<file path="src/rtl/multi_fifo_rv.sv">
// multi_fifo_rv: circular-buffer FIFO with multi-element enqueue/dequeue per cycle.
//   The producer offers i_in_valid elements and learns through o_in_accept how many
//   were taken (always a prefix). The consumer sees up to N_OUT head elements and
//   retires any count up to o_out_valid. Flow control works on counts only.
// Ports:
//   i_clk, i_rstn (async active-low), i_flush (synchronous clear)
//   i_in_valid / i_in_data / o_in_accept       : enqueue side, lane 0 oldest
//   o_out_valid / o_out_data / i_out_ready     : dequeue side, lane 0 is head
//   o_fill_level, o_free_slots, o_almost_full  : occupancy status
//   o_proto_err                                : sticky protocol violation flag
module multi_fifo_rv #(
  parameter int DATA_W    = 8,
  parameter int N_IN      = 4,
  parameter int N_OUT     = 2,
  parameter int DEPTH     = 16,
  parameter int AF_THRESH = DEPTH - N_IN,
  parameter int IN_BITS   = $clog2(N_IN + 1),
  parameter int OUT_BITS  = $clog2(N_OUT + 1),
  parameter int CAP_BITS  = $clog2(DEPTH + 1)
) (
  input  logic                    i_clk,
  input  logic                    i_rstn,
  input  logic                    i_flush,
  input  logic [IN_BITS-1:0]      i_in_valid,
  input  logic [N_IN*DATA_W-1:0]  i_in_data,
  output logic [IN_BITS-1:0]      o_in_accept,
  output logic [OUT_BITS-1:0]     o_out_valid,
  output logic [N_OUT*DATA_W-1:0] o_out_data,
  input  logic [OUT_BITS-1:0]     i_out_ready,
  output logic [CAP_BITS-1:0]     o_fill_level,
  output logic [CAP_BITS-1:0]     o_free_slots,
  output logic                    o_almost_full,
  output logic                    o_proto_err
);
  localparam int IDX_W = (DEPTH > 1) ? $clog2(DEPTH) : 1;
  // One extra bit so pointer+offset sums never overflow before the wrap subtract.
  localparam int W = CAP_BITS + 1;
  localparam logic [W-1:0] DEPTH_W = W'(DEPTH);

  logic [DATA_W-1:0]   r_buf [DEPTH];
  logic [IDX_W-1:0]    r_head, r_tail;
  logic [CAP_BITS-1:0] r_fill;
  logic                r_err;

  logic [IN_BITS-1:0]  w_in_eff, w_acc;
  logic [OUT_BITS-1:0] w_ovld, w_deq;
  logic                w_in_err, w_out_err;
  logic [W-1:0]        w_free;
  logic [IDX_W-1:0]    w_wr_idx [N_IN];
  logic [IDX_W-1:0]    w_rd_idx [N_OUT];

  // Modulo-DEPTH reduction; inputs are always < 2*DEPTH so one subtract is enough,
  // which keeps non-power-of-2 depths correct.
  function automatic logic [IDX_W-1:0] f_wrap(input logic [W-1:0] s);
    return (s >= DEPTH_W) ? IDX_W'(s - DEPTH_W) : IDX_W'(s);
  endfunction

  assign w_free   = DEPTH_W - W'(r_fill);
  // An over-range in_valid is flagged and treated as N_IN so accept stays a real lane prefix.
  assign w_in_err = i_in_valid > IN_BITS'(N_IN);
  assign w_in_eff = w_in_err ? IN_BITS'(N_IN) : i_in_valid;
  // Accept uses only registered free space: same-cycle retires do not make room.
  assign w_acc    = i_flush ? '0 :
                    ((W'(w_in_eff) > w_free) ? IN_BITS'(w_free) : w_in_eff);
  assign w_ovld   = (W'(r_fill) > W'(N_OUT)) ? OUT_BITS'(N_OUT) : OUT_BITS'(r_fill);
  assign w_out_err = i_out_ready > w_ovld;
  assign w_deq    = w_out_err ? w_ovld : i_out_ready;

  for (genvar g = 0; g < N_IN; g++) begin : g_wr
    assign w_wr_idx[g] = f_wrap(W'(r_head) + W'(g));
  end

  for (genvar g = 0; g < N_OUT; g++) begin : g_rd
    assign w_rd_idx[g] = f_wrap(W'(r_tail) + W'(g));
    assign o_out_data[g*DATA_W +: DATA_W] = r_buf[w_rd_idx[g]];
  end

  assign o_in_accept   = w_acc;
  assign o_out_valid   = w_ovld;
  assign o_fill_level  = r_fill;
  assign o_free_slots  = CAP_BITS'(w_free);
  assign o_almost_full = W'(r_fill) >= W'(AF_THRESH);
  assign o_proto_err   = r_err;

  // Storage carries no reset; only the pointers and count define its contents.
  always_ff @(posedge i_clk) begin
    for (int i = 0; i < N_IN; i++)
      if (i < int'(w_acc)) r_buf[w_wr_idx[i]] <= i_in_data[i*DATA_W +: DATA_W];
  end

  always_ff @(posedge i_clk or negedge i_rstn) begin
    if (!i_rstn) begin
      r_head <= '0;
      r_tail <= '0;
      r_fill <= '0;
      r_err  <= 1'b0;
    end else begin
      // Error flag survives flush; only reset clears it.
      r_err <= r_err | w_in_err | w_out_err;
      if (i_flush) begin
        r_head <= '0;
        r_tail <= '0;
        r_fill <= '0;
      end else begin
        r_head <= f_wrap(W'(r_head) + W'(w_acc));
        r_tail <= f_wrap(W'(r_tail) + W'(w_deq));
        r_fill <= r_fill + CAP_BITS'(w_acc) - CAP_BITS'(w_deq);
      end
    end
  end

`ifndef SYNTHESIS
  logic [W-1:0] w_ptr_diff;
  assign w_ptr_diff = (r_head >= r_tail) ? W'(r_head) - W'(r_tail)
                                         : W'(r_head) + DEPTH_W - W'(r_tail);
  a_fill_max: assert property (@(posedge i_clk) disable iff (!i_rstn) W'(r_fill) <= DEPTH_W);
  a_acc_le:   assert property (@(posedge i_clk) disable iff (!i_rstn) w_acc <= i_in_valid);
  a_deq_le:   assert property (@(posedge i_clk) disable iff (!i_rstn) W'(w_deq) <= W'(r_fill));
  a_ptr_fill: assert property (@(posedge i_clk) disable iff (!i_rstn)
                w_ptr_diff == ((W'(r_fill) == DEPTH_W) ? W'(0) : W'(r_fill)));
`endif
endmodule
</file>
<file path="config.mk">
export PLATFORM = sky130hd
export DESIGN_NAME = multi_fifo_rv
export DESIGN_NICKNAME = d
export VERILOG_FILES = /design/src/rtl/multi_fifo_rv.sv
export SDC_FILE = /design/constraint.sdc
export NUM_CORES = 1
export LEC_CHECK = 0
export ABC_AREA = 0
export CAP_MARGIN = 20
export CORE_MARGIN = 2
export CORE_UTILIZATION = 50
export DETAILED_ROUTE_END_ITERATION = 8
export GPL_ROUTABILITY_DRIVEN = 0
export PLACE_DENSITY = 0.71
export SETUP_SLACK_MARGIN = 0.1
export SYNTH_ARGS = -nofsm -noshare
export SYNTH_HDL_FRONTEND = slang
export SYNTH_SLANG_ARGS = --single-unit
</file>
<file path="constraint.sdc">
create_clock -name i_clk -period 10.55 [get_ports i_clk]
set_input_delay 2.6375 -clock i_clk [delete_from_list [all_inputs] [get_ports i_clk]]
set_output_delay 2.6375 -clock i_clk [all_outputs]
set_load 0.02 [all_outputs]
</file>
==> reports/results.ini <==
[outcome]
status=finished, final reports clean

[global_routing]
antenna_found_initial=4
grt_use_met3=0.0932
grt_pass1_vias=10129
grt_use_met2=0.520
grt_pass1_wl_um=65400
busiest_layer=met2
track_usage=0.338
grt_max_degree=44
grt_overflow=0
grtUsageMet1=0.467

[floorplan]
fp.dieW_um=160
core_um2=24200
start_util=0.506
chipHeight_um=160
fp-row-count=57
die-area_um2=25800
ioPinCount=73

[synthesis]
synth_nets=1283
syn_area_um2=12200
postSynthCellCount=1213
yosys_warnings=0
ys_seq_elements=142
synthFlopType=edfxtp_1
synth_seq_area_share=0.342
synth_cell_types=63
avgSynthCellArea_um2=10.1
synth-edff-count=128
synth-async-reset-ratio=0.0986

[worst_setup_path]
worstSetupPathType=in2out
critPathMaxFanout=21
cp.arrival_ns=5.68
startpoint_type=input pin
required_ns=7.91
end_kind=output pin

[sta]
tns_ns=0
period_needed_ns=8.31
timing.fmax_mhz=120
maxSlewViolCount=0
worst_pin_slew_ns=1.19
rsz0062_at_grt=false
relSlewSlack=0.207
fin_ws_ns=2.24
skew_ns=0.0119
hold_viol=0
setup_viol=0
fin_crit_sh=0.788

[clocking]
clock_latency_ns=0.43
cts_tree=built
numCtsBuffers=17
post_cts_resized=0
clk_pin_slew_ns=0.07
cts_setup_buffers=0
cts.sinks=142
htreeDepth=4
hold_buffers=0
cts-root-buf=clkbuf_16
cts.path.max_buffers=2

[cells_and_area]
syn_to_final_growth_pct=11.5
nets=1275
multi_input_area_um2=7420
final_cell_mix=128 x edfxtp_1, 104 x mux2i_1, 103 x nand2_1, 102 x o22ai_1, 92 x o21ai_0
final_common_cell=edfxtp_1
postLayoutCellArea_um2=13700
fin_util=0.565
drive_above_1_share=0.153
seq_area_um2=4200
fillers=2046

[power_and_ir_drop]
power.total_uw=3130
p_leak_uw=0.00504
pwr-share-seq=0.270
p_comb_frac=0.515
ir_drop_uv=213
power_density_nw_per_um2=229
power_frac_clock=0.214
swShare=0.416
p_sw_uw=1300
internal-power_uw=1820

[drt]
drc=0
dr_total_vias=11059
routed_wl_um=43800
ant_nets=0
vias_per_cell=7.17
drtIter0Drc=1692
dr.pass1.iters=7
wl_per_cell_um=28.4

[run]
maxCapViolCount=0

[place]
port_buffers=72
place_ws_ns=2.26
hpwl_um=31400
placed_area_um2=13000

[min_path]
hp-class=reg2reg

## worst max-delay path, stage by stage
cell and delay (ns):
clkdlybuf4s50_1 0.65, nor2b_1 0.12, ha_1 0.31, nand2_1 0.06
o21a_1 0.21, a211oi_4 0.21, buf_4 0.33, mux2_2 0.42
nand2_1 0.10, inv_1 0.07, clkdlybuf4s50_1 0.54
## through the flow
stage               hold WS, ns  std cells
floorplan                 0.585       1213
global placement          0.469       1507
detailed placement        0.471       1508
CTS                       0.488       1540
finish                    0.485       1543
global route              0.497       1542
## final cells by class
type                            instances  share of cell area
Sequential cell                       142               0.307
Tap cell                              324              0.0297
Antenna cell                            1            0.000183
Clock buffer                           17              0.0311
Multi-Input combinational cell        918               0.543
Inverter                               36             0.00989
Clock inverter                         15              0.0153
Timing Repair Buffer                   90              0.0632
## path summary, 6_finish.rpt
check | from | end | slack (ns) | cells past startpoint
max reg2reg | o_fill_level[0] | r_buf[2][1] | 5.27 | 11
min | o_proto_err | o_proto_err | 0.49 | 1
min reg2reg | o_proto_err | o_proto_err | 0.49 | 1
max | i_in_valid[2] | o_in_accept[2] | 2.24 | 11
max in group asynchronous | i_rstn | r_tail[0] | 7.38 | 1
min in group asynchronous | i_rstn | o_fill_level[0] | 2.64 | 1
## registers in the layout, summed over array words and instances (netlist names)
register,cells
o_proto_err,1
r_head,4
o_fill_level,5
r_tail,4
r_buf,128
## per-layer routing
metal | up-vias | wire [um]
li1 | 4728 | -
met1 | 5202 | 16800
met2 | 935 | 19000
met3 | 190 | 5970
met4 | 4 | 2010
met5 | - | 23
## cell usage after synthesis, types with 17 or more instances
cell,n,share of area
a211oi_1,25,0.015
a21oi_1,20,0.0082
a221oi_1,21,0.015
and2_1,25,0.013
and3_1,26,0.013
buf_2,29,0.012
clkbuf_1,71,0.022
edfxtp_1,128,0.31
ha_1,26,0.027
inv_1,25,0.0077
mux2_2,52,0.048
mux2i_1,105,0.086
mux4_2,56,0.10
nand2_1,103,0.032
nand3_1,20,0.0082
nor2_1,52,0.016
nor2b_1,17,0.0087
o21ai_0,92,0.038
o22ai_1,102,0.052
## power by group through the flow
stage          combinational, uW  clock, uW  sequential, uW
2_1_floorplan               1090          0             792
3_3_place_gp                1550          0             848
3_5_place_dp                1580          0             854
4_1_cts                     1580        668             843
5_1_grt                     1710        690             857
6_report                    1610        670             845
## cells by family (layout without fill, tap and decap cells)
family | after synthesis | count (layout) | share of synthesized area
DFF | 142 | 142 | 0.342
muxes | 213 | 213 | 0.237
buffers and inverters | 153 | 158 | 0.0532
xor gates and xnor gates | 16 | 16 | 0.0114
other | 0 | 1 | 0
adders and majority gates | 30 | 30 | 0.0331
and+or+nand+nor | 303 | 303 | 0.127
AOI/OAI and AO/OA | 356 | 356 | 0.196
No activity file was read; power rests on OpenSTA's default activity.
